--- src/rtl/stack_queue_buffer_if.sv ---
// Handshake bundle for stack_queue_buffer: requests, data, status.
// master = producer/consumer side, slave = buffer side.
// Optional overflow/underflow with STACK_QUEUE_ERR_FLAGS_EN.
interface stack_queue_buffer_if #(
  parameter int DATA_WIDTH = 8,
  parameter int ADDR_WIDTH = 4
);
  logic                  mode;
  logic                  push;
  logic                  pop;
  logic [DATA_WIDTH-1:0] din;
  logic [DATA_WIDTH-1:0] dout;
  logic                  dout_valid;
  logic                  full;
  logic                  empty;
  logic                  almost_full;
  logic                  almost_empty;
  logic [ADDR_WIDTH:0]   count;
  logic                  mode_q;
`ifdef STACK_QUEUE_ERR_FLAGS_EN
  logic                  overflow;
  logic                  underflow;
`endif

  modport master (
    output mode, push, pop, din,
    input  dout, dout_valid, full, empty,
    input  almost_full, almost_empty,
    input  count, mode_q
`ifdef STACK_QUEUE_ERR_FLAGS_EN
    , input overflow, underflow
`endif
  );

  modport slave (
    input  mode, push, pop, din,
    output dout, dout_valid, full, empty,
    output almost_full, almost_empty,
    output count, mode_q
`ifdef STACK_QUEUE_ERR_FLAGS_EN
    , output overflow, underflow
`endif
  );
endinterface

--- src/rtl/stack_queue_buffer.sv ---
// LIFO/FIFO buffer; ports: clk, rst (async active-low), bus (slave).
// STACK_QUEUE_ERR_FLAGS_EN adds sticky overflow/underflow outputs.
module stack_queue_buffer #(
  parameter int DATA_WIDTH = 8,
  parameter int DEPTH      = 16,
  parameter int ADDR_WIDTH = 4,
  parameter int AF_THRESH  = 14,
  parameter int AE_THRESH  = 2
) (
  input logic clk,
  input logic rst,
  stack_queue_buffer_if.slave bus
);
  localparam int CW = ADDR_WIDTH + 1;
  localparam logic [CW-1:0] DEPTH_C = CW'(DEPTH);
  localparam logic [CW-1:0] AF_C = CW'(AF_THRESH);
  localparam logic [CW-1:0] AE_C = CW'(AE_THRESH);
  localparam logic [ADDR_WIDTH-1:0] LAST =
    ADDR_WIDTH'(DEPTH - 1);

  logic [DATA_WIDTH-1:0] mem [DEPTH];
  logic [DATA_WIDTH-1:0] dout;
  logic [ADDR_WIDTH-1:0] wr_ptr, rd_ptr;
  logic [ADDR_WIDTH-1:0] wa, ra;
  logic [CW-1:0]         count, count_n, top_c;
  logic dout_valid, full, empty, af, ae, mode_q;
  logic pop_ok, push_ok;

  function automatic logic [ADDR_WIDTH-1:0] nxt(
    input logic [ADDR_WIDTH-1:0] p
  );
    return (p == LAST) ? '0 : p + 1'b1;
  endfunction

  always_comb begin
    pop_ok  = bus.pop & ~empty;
    push_ok = bus.push & (~full | pop_ok);
    top_c   = count - CW'(1);
    count_n = count;
    if (push_ok & ~pop_ok)
      count_n = count + CW'(1);
    else if (pop_ok & ~push_ok)
      count_n = count - CW'(1);
    if (!mode_q) begin
      // push+pop overwrites the top slot just read
      ra = top_c[ADDR_WIDTH-1:0];
      wa = pop_ok ? top_c[ADDR_WIDTH-1:0]
                  : count[ADDR_WIDTH-1:0];
    end else begin
      ra = rd_ptr;
      wa = wr_ptr;
    end
  end

  always_ff @(posedge clk)
    if (push_ok) mem[wa] <= bus.din;

  always_ff @(posedge clk or negedge rst) begin
    if (!rst) begin
      count      <= '0;
      wr_ptr     <= '0;
      rd_ptr     <= '0;
      dout       <= '0;
      dout_valid <= 1'b0;
      empty      <= 1'b1;
      full       <= 1'b0;
      ae         <= 1'b1;
      af         <= (AF_C == '0);
      mode_q     <= 1'b0;
    end else begin
      count      <= count_n;
      empty      <= (count_n == '0);
      full       <= (count_n == DEPTH_C);
      af         <= (count_n >= AF_C);
      ae         <= (count_n <= AE_C);
      dout_valid <= pop_ok;
      if (pop_ok) dout <= mem[ra];
      if (empty & ~push_ok) mode_q <= bus.mode;
      // pointers stay equal in LIFO mode, so a
      // later switch to FIFO starts consistent
      if (mode_q) begin
        if (push_ok) wr_ptr <= nxt(wr_ptr);
        if (pop_ok)  rd_ptr <= nxt(rd_ptr);
      end
    end
  end

  assign bus.dout         = dout;
  assign bus.dout_valid   = dout_valid;
  assign bus.full         = full;
  assign bus.empty        = empty;
  assign bus.almost_full  = af;
  assign bus.almost_empty = ae;
  assign bus.count        = count;
  assign bus.mode_q       = mode_q;

`ifdef STACK_QUEUE_ERR_FLAGS_EN
  logic ovf, unf;

  always_ff @(posedge clk or negedge rst) begin
    if (!rst) begin
      ovf <= 1'b0;
      unf <= 1'b0;
    end else begin
      ovf <= ovf | (bus.push & ~push_ok);
      unf <= unf | (bus.pop & empty);
    end
  end

  assign bus.overflow  = ovf;
  assign bus.underflow = unf;
`endif
endmodule

--- src/flat_wrapper.sv ---
// flat-port wrapper written by rule: the top's interface ports become plain ports
module stack_queue_buffer_flat 
#(
  parameter int DATA_WIDTH = 8,
  parameter int DEPTH      = 16,
  parameter int ADDR_WIDTH = 4,
  parameter int AF_THRESH  = 14,
  parameter int AE_THRESH  = 2
)
  (clk, rst, bus_mode, bus_push, bus_pop, bus_din, bus_dout, bus_dout_valid, bus_full, bus_empty, bus_almost_full, bus_almost_empty, bus_count, bus_mode_q);
  stack_queue_buffer_if #(.DATA_WIDTH(DATA_WIDTH), .ADDR_WIDTH(ADDR_WIDTH)) bus_i ();
  input logic clk;
  input logic rst;
  input wire logic [$bits(bus_i.mode)-1:0] bus_mode;
  input wire logic [$bits(bus_i.push)-1:0] bus_push;
  input wire logic [$bits(bus_i.pop)-1:0] bus_pop;
  input wire logic [$bits(bus_i.din)-1:0] bus_din;
  output wire logic [$bits(bus_i.dout)-1:0] bus_dout;
  output wire logic [$bits(bus_i.dout_valid)-1:0] bus_dout_valid;
  output wire logic [$bits(bus_i.full)-1:0] bus_full;
  output wire logic [$bits(bus_i.empty)-1:0] bus_empty;
  output wire logic [$bits(bus_i.almost_full)-1:0] bus_almost_full;
  output wire logic [$bits(bus_i.almost_empty)-1:0] bus_almost_empty;
  output wire logic [$bits(bus_i.count)-1:0] bus_count;
  output wire logic [$bits(bus_i.mode_q)-1:0] bus_mode_q;
  assign bus_i.mode = bus_mode;
  assign bus_i.push = bus_push;
  assign bus_i.pop = bus_pop;
  assign bus_i.din = bus_din;
  assign bus_dout = bus_i.dout;
  assign bus_dout_valid = bus_i.dout_valid;
  assign bus_full = bus_i.full;
  assign bus_empty = bus_i.empty;
  assign bus_almost_full = bus_i.almost_full;
  assign bus_almost_empty = bus_i.almost_empty;
  assign bus_count = bus_i.count;
  assign bus_mode_q = bus_i.mode_q;
  stack_queue_buffer #(.DATA_WIDTH(DATA_WIDTH), .DEPTH(DEPTH), .ADDR_WIDTH(ADDR_WIDTH), .AF_THRESH(AF_THRESH), .AE_THRESH(AE_THRESH)) u_core (.clk(clk), .rst(rst), .bus(bus_i));
endmodule
--- config.mk ---
export PLATFORM = sky130hd
export DESIGN_NAME = stack_queue_buffer_flat
export DESIGN_NICKNAME = d
export VERILOG_FILES = /design/src/rtl/stack_queue_buffer_if.sv /design/src/rtl/stack_queue_buffer.sv /design/src/flat_wrapper.sv
export SDC_FILE = /design/constraint.sdc
export NUM_CORES = 1
export LEC_CHECK = 0
export ABC_AREA = 1
export CELL_PAD_IN_SITES_DETAIL_PLACEMENT = 1
export CELL_PAD_IN_SITES_GLOBAL_PLACEMENT = 2
export CORE_MARGIN = 4
export CORE_UTILIZATION = 37
export DETAILED_ROUTE_END_ITERATION = 7
export DONT_BUFFER_PORTS = 1
export HOLD_SLACK_MARGIN = 0.12
export PLACE_DENSITY_LB_ADDON = 0.3
export SLEW_MARGIN = 20
export SYNTH_ARGS = -nofsm -noshare
export SYNTH_HDL_FRONTEND = slang
export SYNTH_SLANG_ARGS = --single-unit
--- constraint.sdc ---
create_clock -name clk -period 2.2 [get_ports clk]
set_clock_uncertainty 0.1 [all_clocks]
set_input_delay 0.33 -clock clk [delete_from_list [all_inputs] [get_ports clk]]
set_output_delay 0.33 -clock clk [all_outputs]
set_load 0.01 [all_outputs]
== After elaboration in Yosys (flattened, before gate mapping) ==
Memories as Yosys holds them, arrays and structs flattened. A register that Yosys moved wholly into a read port is not among the register bits.
Index checks and enable logic that the tools add are counted.
Widths: inputs -> output; s select.

* Bits in writable memories: 128
* Flip-flop bits (word level): 19
* Word-level logic and storage cells: 42
* Bits of input ports: 13
* Memories: 1

* $lt $le $gt $ge: 2
* Add/sub/neg operators: 4
* Reductions and logical operators: 4
* Mux-type cells: 9
* Bitwise logic cells: 10
* Eq/ne operators: 3

{| class="wikitable"
|+ Memories
! name !! depth !! bits a word !! rd ports !! clocked after Yosys merged registers in !! wr ports !! line !! RTL
|-
| u_core.mem || 16 || 8 || 1 || 1 || 1 || stack_queue_buffer.sv:21 || <nowiki>logic [DATA_WIDTH-1:0] mem [DEPTH];</nowiki>
|}

{| class="wikitable"
|+ Operators by type and width
! operator !! number
|-
| $mux 4 || 5
|-
| $mux 5 || 2
|-
| $add 4x1->4 const B || 2
|-
| $eq 4x4->1 const B || 2
|-
| $add 5x1->5 const B || 1
|-
| $and 1x1->1 || 5
|-
| $eq 5x5->1 const B || 1
|-
| $ge 5x4->1 const B || 1
|-
| $le 5x2->1 const B || 1
|-
| $logic_not 5->1 || 1
|-
| $sub 5x1->5 const B || 1
|-
| $not 1->1 || 4
|-
| $reduce_and 2->1 || 2
|-
| $mux 1 || 2
|-
| $logic_not 1->1 || 1
|-
| $or 1x1->1 || 1
|}

== Logic depth before layout (Yosys ltp) ==
* Depth in word-level cells: 9
* Gate-level depth with buffers: 13

== Least setup slack after synthesis ==
Ideal clock, no wire load.

* Path kind: flip-flop to flip-flop
* Start point: register u_core.count[0] (netlist: u_core.bus.count[0])
* End point: memory u_core.mem[8][0], enable pin
* Arrival: 1.798 ns
* Path slack: -0.069 ns
* Data required time: 1.730 ns
* Cell stages (with the launch flop): 10
* Path through: dfrtp_1 > inv_2 > ha_1 > nand2_2 > nand2_1 > o21ai_0 > nand2_1 > inv_1 > nand3_1 > nor2_1

* Longest elaborated chain between the ends: 3

{| class="wikitable"
|+ RTL lines
! element !! line !! RTL
|-
| start, declared || stack_queue_buffer.sv:25 || <nowiki>logic [CW-1:0] count, count_n, top_c;</nowiki>
|-
| start signal, assigned || stack_queue_buffer.sv:71 || <nowiki>count <= count_n;</nowiki>
|-
| $sub 5x1->5 || stack_queue_buffer.sv:38 || <nowiki>top_c = count - CW'(1);</nowiki>
|-
| $mux 4 * || stack_queue_buffer.sv:47 || <nowiki>wa = pop_ok ? top_c[ADDR_WIDTH-1:0]</nowiki>
|-
| $mux 4 * || stack_queue_buffer.sv:44 || <nowiki>if (!mode_q) begin</nowiki>
|-
| end, declared || stack_queue_buffer.sv:21 ||
|}

Mark *: on every way between the ends. The rest lies on a longest branch, timed or not.

== Final worst setup path ==
* Start point: register u_core.count[1] (netlist: u_core.bus.count[1])
* End point: register u_core.dout[1] (netlist: u_core.bus.dout[1]) (read register of u_core.mem)

* Longest elaborated chain between the ends: 2

{| class="wikitable"
|+ RTL lines
! element !! line !! RTL
|-
| $sub 5x1->5 || stack_queue_buffer.sv:38 ||
|-
| $mux 4 || stack_queue_buffer.sv:44 ||
|-
| end, declared || stack_queue_buffer.sv:22 || <nowiki>logic [DATA_WIDTH-1:0] dout;</nowiki>
|}

No other way between the ends.
A chain may end at the register's enable or synchronous reset.

==> flow_metrics.env <==
export IMPL_status="finished, final reports clean"
export IMPL_die_area_sq_mm=0.0218
export IMPL_place_gp_congestion=0.814
export IMPL_start_util=0.381
export IMPL_die_w_um=148
export IMPL_yosys_area_top_type="edfxtp_1"
export IMPL_startpoint_type="flop"
export IMPL_crit_arrival_ns=2.31
export IMPL_required_ns=2.42
export IMPL_grt_pass1_vias=5324
export IMPL_hold_viol=0
export IMPL_synth_fp_nets=756
export IMPL_crit_start="u_core.bus.count[1]"
export IMPL_hold_start="bus_pop"
export IMPL_cts_buffers=17
export IMPL_coreArea_sq_mm=0.0190
export IMPL_fin_area_sq_mm=0.00853
export IMPL_io_buffers=0
export IMPL_post_place_ws_ns=0.0155
export IMPL_r2r_end="u_core.bus.dout[1]"
export IMPL_place_inst=1014
export IMPL_intPower_uw=7310
export IMPL_switchingPower_uw=5360
export IMPL_layout_drive_gt1_share=0.141
export IMPL_avgViaCountPerCell=4.83
export IMPL_ios=32
export IMPL_final_cells=1059
export IMPL_met2_usage=0.321
export IMPL_ctsRootBufferMaster="clkbuf_16"
export IMPL_worst_slew_pin_slew_ns=1.04
export IMPL_slew_violations=0
export IMPL_max_freq_mhz=479
export IMPL_async_reset_ff_frac=0.174
export IMPL_rows=50
export IMPL_postSynthAreaPerCell_sq_um=9.77
export IMPL_cts_max_level=4
export IMPL_grtUsageMet3=0.0337
export IMPL_cts_tree="built"
export IMPL_yosys_area_top_type_share=0.533
export IMPL_layout_cells_most_common_list="nand3_1 (160), nand2_1 (156), inv_1 (142), edfxtp_1 (128), buf_4 (34)"
export IMPL_r2r_slack_ns=0.11
export IMPL_drv_cap=0
export IMPL_grt_util_all_layers=0.190
export IMPL_switching_share=0.423
export IMPL_clockBufferDepth=2
export IMPL_gr_total_overflow=0
export IMPL_fin_crit_sh=0.949
export IMPL_layout_min_cycle_time_ns=2.09
export IMPL_wl_um=19900
export IMPL_dpl_cell_area_sq_mm=0.00777
export IMPL_endpoint="u_core.bus.dout[1]"
export IMPL_synthToLayoutAreaGrowth_pct=18.2
export IMPL_ir_worst_vdd_uv=848
export IMPL_yosysUniqueCellTypes=31
export IMPL_yosys_top_cells_area="edfxtp_1 (53%), nand3_1 (11%), dfrtp_1 (8.7%)"
export IMPL_clkPwrFrac=0.211
export IMPL_yosys_register_bits=155
export IMPL_grt_pass1_wl_um=30900
export IMPL_p_leak_uw=0.00375
export IMPL_busiest_layer="met2"
export IMPL_slowest_stage="dfrtp_1"
export IMPL_ys_flop_type="edfxtp_1"
export IMPL_worst_path_stages=11
export IMPL_path_delay_family="simple AND/OR/NAND/NOR gates"
export IMPL_routed_via_count=5114
export IMPL_die_h_um=148
export IMPL_pwr_share_seq=0.323
export IMPL_drt_iter0_drc=354
export IMPL_ant_nets=0
export IMPL_synthCells=739
export IMPL_p_per_area_mw_per_mm2=1490
export IMPL_wl_per_cell_um=18.8
export IMPL_worstPathCellList="inv_1 -> ha_1 -> o21ai_2 -> inv_1 -> buf_12 -> nand3_1 -> nand3_1 -> nand3_1 -> nand2_1 -> nand2_1 -> nand2_1"
export IMPL_r2r_start="u_core.bus.count[1]"
export IMPL_multi_input_area_sq_mm=0.00204
export IMPL_hold_path_class="in2reg"
export IMPL_antenna_found_initial=0
export IMPL_crit_fanout=32
export IMPL_layout_commonest_cell="nand3_1"
export IMPL_drc=0
export IMPL_final_nets=803
export IMPL_first_pass_iters=4
export IMPL_seqCellArea_sq_mm=0.00452
export IMPL_clk_pin_slew_ns=0.06
export IMPL_synth_seq_area_share=0.627
export IMPL_p_comb_frac=0.466
export IMPL_final_setup_viol_count=0
export IMPL_grt_max_degree=57
export IMPL_hpwl_um=13600
export IMPL_synth_warning_count=0
export IMPL_critPathBufInv=3
export IMPL_clk_insertion_delay_late_ns=0.43
export IMPL_final_core_util=0.450
export IMPL_synth_edf_count=128
export IMPL_diodes=0
export IMPL_cpPeakStageDelay_ns=0.37
export IMPL_end_kind="flop"
export IMPL_ff2ff_path_depth=11
export IMPL_tns_ns=0
export IMPL_cts_sinks=155
export IMPL_relSlewSlack=0.306
export IMPL_synth_area_sq_mm=0.00722
export IMPL_grtUsageMet1=0.255
export IMPL_fillers=2128
export IMPL_finalWorstSetupSlack_ns=0.112
export IMPL_path_class="reg2reg"
==> per-layer routing <==
layer	vias to the layer above	share of wire
met5	-	0
met3	19	0.038
met1	2529	0.45
li1	2492	-
met4	0	0.013
met2	74	0.50
==> cell type report <==
| type | count | area share |
|---|---|---|
| clock buffers | 25 | 0.0582 |
| clock inverters | 7 | 0.00469 |
| inverters | 146 | 0.0645 |
| multi-input cells | 410 | 0.239 |
| flip-flops and latches | 155 | 0.530 |
| well taps | 260 | 0.0381 |
| repair buffers | 56 | 0.0656 |
==> cells in the mapped netlist (4+ instances only) <==
| master | instances |
|---|---|
| nand3_1 | 164 |
| nand2_1 | 161 |
| inv_1 | 143 |
| edfxtp_1 | 128 |
| nor2_1 | 34 |
| dfrtp_1 | 25 |
| buf_2 | 13 |
| o21ai_0 | 9 |
| nand3b_1 | 8 |
| buf_6 | 7 |
| nand2_2 | 7 |
| buf_4 | 5 |
| xor2_1 | 5 |
| a21oi_1 | 4 |
| ha_1 | 4 |
==> per-stage QoR <==
| stage | total power [uW] | hold slack, ns |
|---|---|---|
| after CTS | 12700 | 0.187 |
| after detailed placement | 9870 | -0.0650 |
| after global routing | 13500 | 0.175 |
| after global placement | 9730 | -0.0649 |
| final | 12700 | 0.160 |
| after floorplan | 7780 | -0.0656 |
==> worst min path at each step <==
stage                             end  slack [ns]  cells after the start
5_1_grt              u_core.wr_ptr[0]        0.18                      4
3_5_place_dp    u_core.bus.dout_valid       -0.07                      0
6_report             u_core.wr_ptr[0]        0.16                      4
4_1_cts           u_core.bus.count[4]        0.19                      3
3_3_place_gp       u_core.bus.dout[2]       -0.06                      0
2_1_floorplan  u_core.bus.almost_full       -0.07                      0
==> tightest hold or removal path, cell delays in order <==
cell	delay (ns)
nand2_2	0.10
a21oi_2	0.10
nand3_1	0.07
nand2_1	0.05
==> logic make-up (layout without fill, tap and decap cells) <==
group                      after synthesis  count (layout)  synth area share
AOI/OAI and AO/OA                       21              21            0.0206
and+or+nand+nor                        377             377             0.233
xor gates and xnor gates                 7               7           0.00850
DFF                                    155             155             0.627
muxes                                    1               1           0.00156
buffers and inverters                  174             234             0.103
adders and majority gates                4               4           0.00694
==> power groups by stage <==
stage	clock network, uW	logic [uW]	registers (uW)
finish	2670	5900	4100
global route	2870	6530	4150
CTS	2740	5830	4110
detailed placement	0	5710	4160
global placement	0	5580	4140
floorplan	0	3660	4120
==> timing repair <==
| item | CTS | global route |
|---|---|---|
| hold endpoints to repair | 157 | 0 |
| setup buffers | 0 | 1 |
| hold buffers | 12 | 0 |
| resized for setup | 0 | 26 |
| endpoints found under the setup margin | 2 | 128 |
| pin swaps | 0 | 3 |
==> state kept, by name, indices dropped and copies added, names as in the netlist, 4 cells and up <==
signal and cells:
u_core.wr_ptr 4, u_core.bus.dout 8, u_core.bus.count 5, u_core.rd_ptr 4, u_core.mem 128
(Power assumes the default switching activity.)
